File: config.mk
export PLATFORM = sky130hd
export DESIGN_NAME = cnt_snapshot_fifo_flat
export DESIGN_NICKNAME = d
export VERILOG_FILES = /design/src/rtl/cnt_snapshot_fifo_if.sv /design/src/rtl/cnt_snapshot_fifo.sv /design/src/flat_wrapper.sv
export SDC_FILE = /design/constraint.sdc
export NUM_CORES = 1
export LEC_CHECK = 0
export ABC_CLOCK_PERIOD_IN_PS = 3990
export CORE_UTILIZATION = 45
export DETAILED_ROUTE_END_ITERATION = 7
export PLACE_DENSITY = 0.69
export SYNTH_ARGS = -nofsm -noshare
export SYNTH_HDL_FRONTEND = slang
export SYNTH_SLANG_ARGS = --single-unit
File: constraint.sdc
create_clock -name clk -period 3.99 [get_ports clk]
set_clock_uncertainty 0.15 [all_clocks]
set_input_delay 0.5985 -clock clk [delete_from_list [all_inputs] [get_ports clk]]
set_output_delay 0.5985 -clock clk [all_outputs]
set_load 0.1 [all_outputs]
File: src/rtl/cnt_snapshot_fifo_if.sv
// Valid/ready output channel carrying captured counter values
// from the snapshot FIFO to its consumer.
interface cnt_snapshot_fifo_if #(
  parameter int WIDTH = 8
);
  logic [WIDTH-1:0] out_data;
  logic             out_valid;
  logic             out_ready;

  modport master (
    output out_data,
    output out_valid,
    input  out_ready
  );

  modport slave (
    input  out_data,
    input  out_valid,
    output out_ready
  );
endinterface

File: src/rtl/cnt_snapshot_fifo.sv
// Captures the free-running count on each rising edge of trig into a small FIFO,
// drains it over a valid/ready channel and flags dropped captures as sticky overflow.
module cnt_snapshot_fifo #(
  parameter int WIDTH = 8,
  parameter int DEPTH = 4,
  parameter int AW    = 2
) (
  input  logic               clk,
  input  logic               rst,
  input  logic [WIDTH-1:0]   cnt_in,
  input  logic               trig,
  input  logic               clr_ovf,
  output logic [AW:0]        level,
  output logic               overflow,
  cnt_snapshot_fifo_if.master bus
);

  localparam logic [AW:0] FULL_LEVEL = (AW + 1)'(DEPTH);

  logic [WIDTH-1:0] mem [DEPTH];
  logic [AW-1:0]    wr_ptr;
  logic [AW-1:0]    rd_ptr;
  logic             trig_q;
  logic             cap;
  logic             pop;
  logic             full;
  logic             push;
  logic             drop;

  // trig_q resets high so a trig already asserted at reset release is not an edge
  assign cap  = trig & ~trig_q;
  assign pop  = bus.out_valid & bus.out_ready;
  assign full = (level == FULL_LEVEL);
  assign push = cap & (~full | pop);
  assign drop = cap & full & ~pop;

  assign bus.out_valid = (level != '0);
  assign bus.out_data  = mem[rd_ptr];

  always_ff @(posedge clk or negedge rst) begin
    if (!rst) begin
      trig_q   <= 1'b1;
      wr_ptr   <= '0;
      rd_ptr   <= '0;
      level    <= '0;
      overflow <= 1'b0;
      for (int i = 0; i < DEPTH; i++) begin
        mem[i] <= '0;
      end
    end else begin
      trig_q <= trig;

      if (push) begin
        mem[wr_ptr] <= cnt_in;
        wr_ptr      <= wr_ptr + 1'b1;
      end

      if (pop) begin
        rd_ptr <= rd_ptr + 1'b1;
      end

      if (push && !pop) begin
        level <= level + 1'b1;
      end else if (pop && !push) begin
        level <= level - 1'b1;
      end

      // a new drop takes priority over a clear in the same cycle
      if (drop) begin
        overflow <= 1'b1;
      end else if (clr_ovf) begin
        overflow <= 1'b0;
      end
    end
  end

endmodule

File: src/flat_wrapper.sv
// flat-port wrapper written by rule: the top's interface ports become plain ports
module cnt_snapshot_fifo_flat 
#(
  parameter int WIDTH = 8,
  parameter int DEPTH = 4,
  parameter int AW    = 2
)
  (clk, rst, cnt_in, trig, clr_ovf, level, overflow, bus_out_data, bus_out_valid, bus_out_ready);
  cnt_snapshot_fifo_if #(.WIDTH(WIDTH)) bus_i ();
  input  logic clk;
  input  logic rst;
  input  logic [WIDTH-1:0] cnt_in;
  input  logic trig;
  input  logic clr_ovf;
  output logic [AW:0] level;
  output logic overflow;
  output wire logic [$bits(bus_i.out_data)-1:0] bus_out_data;
  output wire logic [$bits(bus_i.out_valid)-1:0] bus_out_valid;
  input wire logic [$bits(bus_i.out_ready)-1:0] bus_out_ready;
  assign bus_out_data = bus_i.out_data;
  assign bus_out_valid = bus_i.out_valid;
  assign bus_i.out_ready = bus_out_ready;
  cnt_snapshot_fifo #(.WIDTH(WIDTH), .DEPTH(DEPTH), .AW(AW)) u_core (.clk(clk), .rst(rst), .cnt_in(cnt_in), .trig(trig), .clr_ovf(clr_ovf), .level(level), .overflow(overflow), .bus(bus_i));
endmodule
Word-level counts from Yosys, hierarchy flattened. Index checks and enable logic that the tools add are counted.

$add $sub $neg: 4. Multipliers: 0. Divide/modulo/power cells: 0. Magnitude comparators: 3. Equal/unequal tests: 1. Shifts and indexed selects: 0. Mux-type cells: 10. Bitwise logic cells: 11. Reduce and logical (&&, ||, !) cells: 8.

Operators by type and width (number): $bwmux 32 (1); $mux 8 (3); $bmux 8 s2 (1); $demux 8 s2 (1); $ge 3x3->1 const B (2); $mux 3 (2); $not 2->3 (2); $and 1x1->1 (5); $add 2x1->2 const B (2); $reduce_bool 2->1 (2); $add 3x1->3 const B (1); $eq 3x3->1 const B (1); $logic_and 1x1->1 (3); $lt 3x1->1 const B (1); $not 1->1 (3); $reduce_bool 3->1 (1); $sub 3x1->3 const B (1); $logic_not 1->1 (2); $mux 1 (2); $or 1x1->1 (1).

Register bits after elaboration: 41. Bits in latches: 0. RAM bits: 0. Bits in read-only memories: 0. Output and inout port bits: 13. Memories: 0.

Depth between registers and ports, before layout.
Word-level depth: 8. Mapped depth: 8. Gate-level depth less buffers: 8.

Worst setup path after synthesis. OpenSTA, ideal clock, no wires.

Kind: flip-flop to flip-flop. Start: register u_core.level[0]. End: register u_core.level[1]. Data arrival time: 3020 ps. Data required time: 3714 ps. Setup slack: 694 ps. Stages on the path, launching flop included: 7. Clock period less this slack: 3296 ps. Cells stage by stage: dfrtp_1 > or3_1 > nand2_1 > ha_1 > inv_1 > fa_1 > mux2_2.

Word-level cells in the longest chain between the ends: 7. Elaborated cells on any way between the ends: 15.

RTL lines: start, declared (RTL line cnt_snapshot_fifo.sv:13) `output logic [AW:0] level,`; start signal, assigned (RTL line cnt_snapshot_fifo.sv:63) `level <= level + 1'b1;`; start signal, assigned (RTL line cnt_snapshot_fifo.sv:65) `level <= level - 1'b1;`; $reduce_bool 3->1 (*) (RTL line cnt_snapshot_fifo.sv:37) `assign bus.out_valid = (level != '0);`; via bus_out_valid (RTL line flat_wrapper.sv:18) `output wire logic [$bits(bus_i.out_valid)-1:0] bus_out_valid;`; $and 1x1->1 (*) (RTL line cnt_snapshot_fifo.sv:32) `assign pop = bus.out_valid & bus.out_ready;`; $or 1x1->1 (RTL line cnt_snapshot_fifo.sv:34) `assign push = cap & (~full | pop);`; $and 1x1->1 (RTL line cnt_snapshot_fifo.sv:34); $logic_not 1->1 (RTL line cnt_snapshot_fifo.sv:64) `end else if (pop && !push) begin`; $logic_and 1x1->1 (RTL line cnt_snapshot_fifo.sv:64); $reduce_bool 2->1 (no line).

The timed path passes the listed nets; every way through them passes the cells marked *. The select of a mux whose other input is x is not followed. A chain may end at the register's enable or synchronous reset.

Final worst setup path.
Start: register u_core.rd_ptr[0]. End: output bus_out_data[7].

Word-level cells in the longest chain between the ends: 4.

RTL lines: start, declared (RTL line cnt_snapshot_fifo.sv:22) `logic [AW-1:0] rd_ptr;`; start signal, assigned (RTL line cnt_snapshot_fifo.sv:59) `rd_ptr <= rd_ptr + 1'b1;`; $not 2->3 (implied by the code) (RTL line cnt_snapshot_fifo.sv:38) `assign bus.out_data = mem[rd_ptr];`; $bmux 8 s2 (RTL line cnt_snapshot_fifo.sv:38); $mux 8 (implied by the code) (2 in a row) (RTL line cnt_snapshot_fifo.sv:38); end, declared (RTL line flat_wrapper.sv:17) `output wire logic [$bits(bus_i.out_data)-1:0] bus_out_data;`.

Every way passes these cells. The select of a mux whose other input is x is not followed.

==> results.toml <==
[global_routing]
grt_antenna_before_repair = 0
groute.usage.overall_pct = 17.6
grt_overflow = 0
grt_start_max_net_pins = 42
grt_pass1_vias = 1106
grt_first_pass_wirelength_mm = 5.35

[timing]
timing.final.hold_violations = 0
fin_setup_tns_ns = 0
worst_hold_slack_ns = 0.280
transition_time_at_the_pin_with_the_least_slew_margin_ns = 0.969
post-route-min-period_ns = 3.34
fmaxAchievable_mhz = 300
rsz_0062_raised_after_global_routing = "false"
fin_crit_sh_pct = 83.6
timing.max_slew.rel_slack_pct = 35.2
count_of_pins_over_their_slew_limit = 0
setup-violations-final = 0
post-route-worst-setup-slack_ns = 0.654

[cts]
cts_setup_buffers = 0
h_tree_depth = 2
num_cts_buffers = 5
numClockSinks = 41
cts_resized = 0
cts-root-buf = "clkbuf_8"
tritoncts_clock_tree = "done"
cts.reportedPaths.clkPinSlew_ns = 0.07
hold_bufs_at_cts = 0
cts_buffer_depth = 2
clk_latency_ns = 0.29

[floorplanning]
std_cell_rows = 23
floorplan.initialDensity_pct = 46.8
die_area_mm2 = 0.00442
die_width_um = 66.5
pin_count = 26
design.core.area_mm2 = 0.00400
die_height_um = 66.5

[synth]
ys_types = 21
synth_cells = 117
synth.yosys.warnings = 0
synth.ff_latch_count = 41
synth.net_count = 136
synthesis.area_per_instance_um2 = 16.0
synth_seq_area_share_pct = 54.9
syn_area_mm2 = 0.00187

[worst_setup_path]
critical_path.slowest_cell = "clkdlybuf4s50_1"
worst_setup_path_end_kind = "output port"
cp_data_arrival_time_ns = 2.59
crit_path_largest_cell_delay_ns = 0.98
timing.critical_path.fanout_max = 10
crit_type = "reg -> out"
required_ns = 3.24
ff2ff_path_depth = 8
timing.critical_path.cells = "mux4_2 -> clkdlybuf4s50_1"
setup.worst_path.start_class = "flop"

[hold_path]
min_path_type = "in -> async"

[placed_design]
final_weighted_congestion_in_routability_driven_placement = 0.731
place_worst_setup_slack_ns = 0.925
buffer_ports.inserted = 25
dp_hpwl_mm = 2.18

[routing]
drt_pass1_iterations = 4
routed_wirelength_mm = 3.20
drc_errors = 0
vias_after_detailed_routing = 1047
detail_route.iter0.violations = 36
wl_per_cell_um = 16.1
viasPerCell = 5.26
antenna_violating_nets_post_route = 0

[finish]
layout.core_utilization_pct = 57.6
most-common-layout-cells = "dfrtp_1 (40), mux2_1 (32), clkdlybuf4s50_1 (24), mux4_2 (8), clkbuf_8 (6)"
fill_cell_count = 312
mostFrequentLayoutCell = "dfrtp_1"
num_antenna_cells = 0
final_layout_size_suffix_gt1_share_pct = 16.8
fin_nets = 167
syn_to_final_growth_pct = 23.1

[run_status]
run_status = "completed"

[flow_run]
maxCapViolations = 0
-- registers in the layout, summed over array words and instances, names as in the netlist --
name / count
u_core.level: 3
u_core.mem: 32
u_core.wr_ptr: 2
u_core.rd_ptr: 2
u_core.overflow: 1
u_core.trig_q: 1
-- cell type report --
type,count,area [um2],area share [%]
flip-flops and latches,41,1030,44.6
clock inverters,1,30.0,1.30
clock buffers,7,86.3,3.75
inverters,4,15.0,0.651
multi-input cells,66,801,34.7
well taps,50,62.6,2.71
repair buffers,30,283,12.3
-- Yosys cell counts (all sizes together) --
cell type  count  area (um2)
mux2          34         383
fa             1        20.0
nand3b         1        7.51
nand3          1        5.00
o21ai          1        5.00
dfstp          1        26.3
inv            4        15.0
ha             5        62.6
dfrtp         40        1000
nor3b          1        7.51
nand2          1        3.75
nor2           1        3.75
nor4bb         4        40.0
mux4           8         180
buf            6        28.8
or3            1        6.26
xnor2          4        35.0
xor2           2        17.5
nor4b          1        23.8
-- critical path, delay by kind of cell, from the launching register on --
kind                   cells  cell delay, ns
muxes                      1            0.58
buffers and inverters      1            0.98
DFF                        1            0.74
-- stage by stage --
stage                     instances  cell area [um2]
after floorplan                 117             1870
after global placement          191             2190
after detailed placement        191             2190
after CTS                       199             2300
after global routing            199             2300
final                           199             2300
-- path summary, 6_finish.rpt --
kind                       slack (ns)              from               to
setup / recovery                 0.65  u_core.rd_ptr[0]  bus_out_data[7]
min in group clk                 0.33    u_core.mem[15]   u_core.mem[15]
setup reg to reg                 1.52   u_core.level[0]  u_core.level[2]
max in group asynchronous        2.86               rst    u_core.mem[7]
hold / removal                   0.28               rst   u_core.mem[21]
hold reg to reg                  0.33    u_core.mem[15]   u_core.mem[15]
-- per-layer routing --
metal / vias up / wire (um) / GRT usage, %
li1: 486 / - / -
met4: 0 / 38 / 9.57
met2: 25 / 1550 / 27.7
met1: 532 / 1480 / 21.9
met5: - / 0 / 0
met3: 4 / 133 / 5.14
-- kinds of logic (layout without fill, tap and decap cells) --
| group | Yosys count | count (layout) | synth area share [%] |
|---|---|---|---|
| muxes | 42 | 42 | 30.1 |
| DFF | 41 | 41 | 54.9 |
| and+or+nand+nor | 11 | 11 | 5.21 |
| buffers and inverters | 10 | 42 | 2.34 |
| adders and majority gates | 6 | 6 | 4.41 |
| xor gates and xnor gates | 6 | 6 | 2.81 |
| AOI/OAI and AO/OA | 1 | 1 | 0.267 |
Power is not shown: default switching activity piles up to over one toggle a cycle in this logic, so the estimate is an artifact.
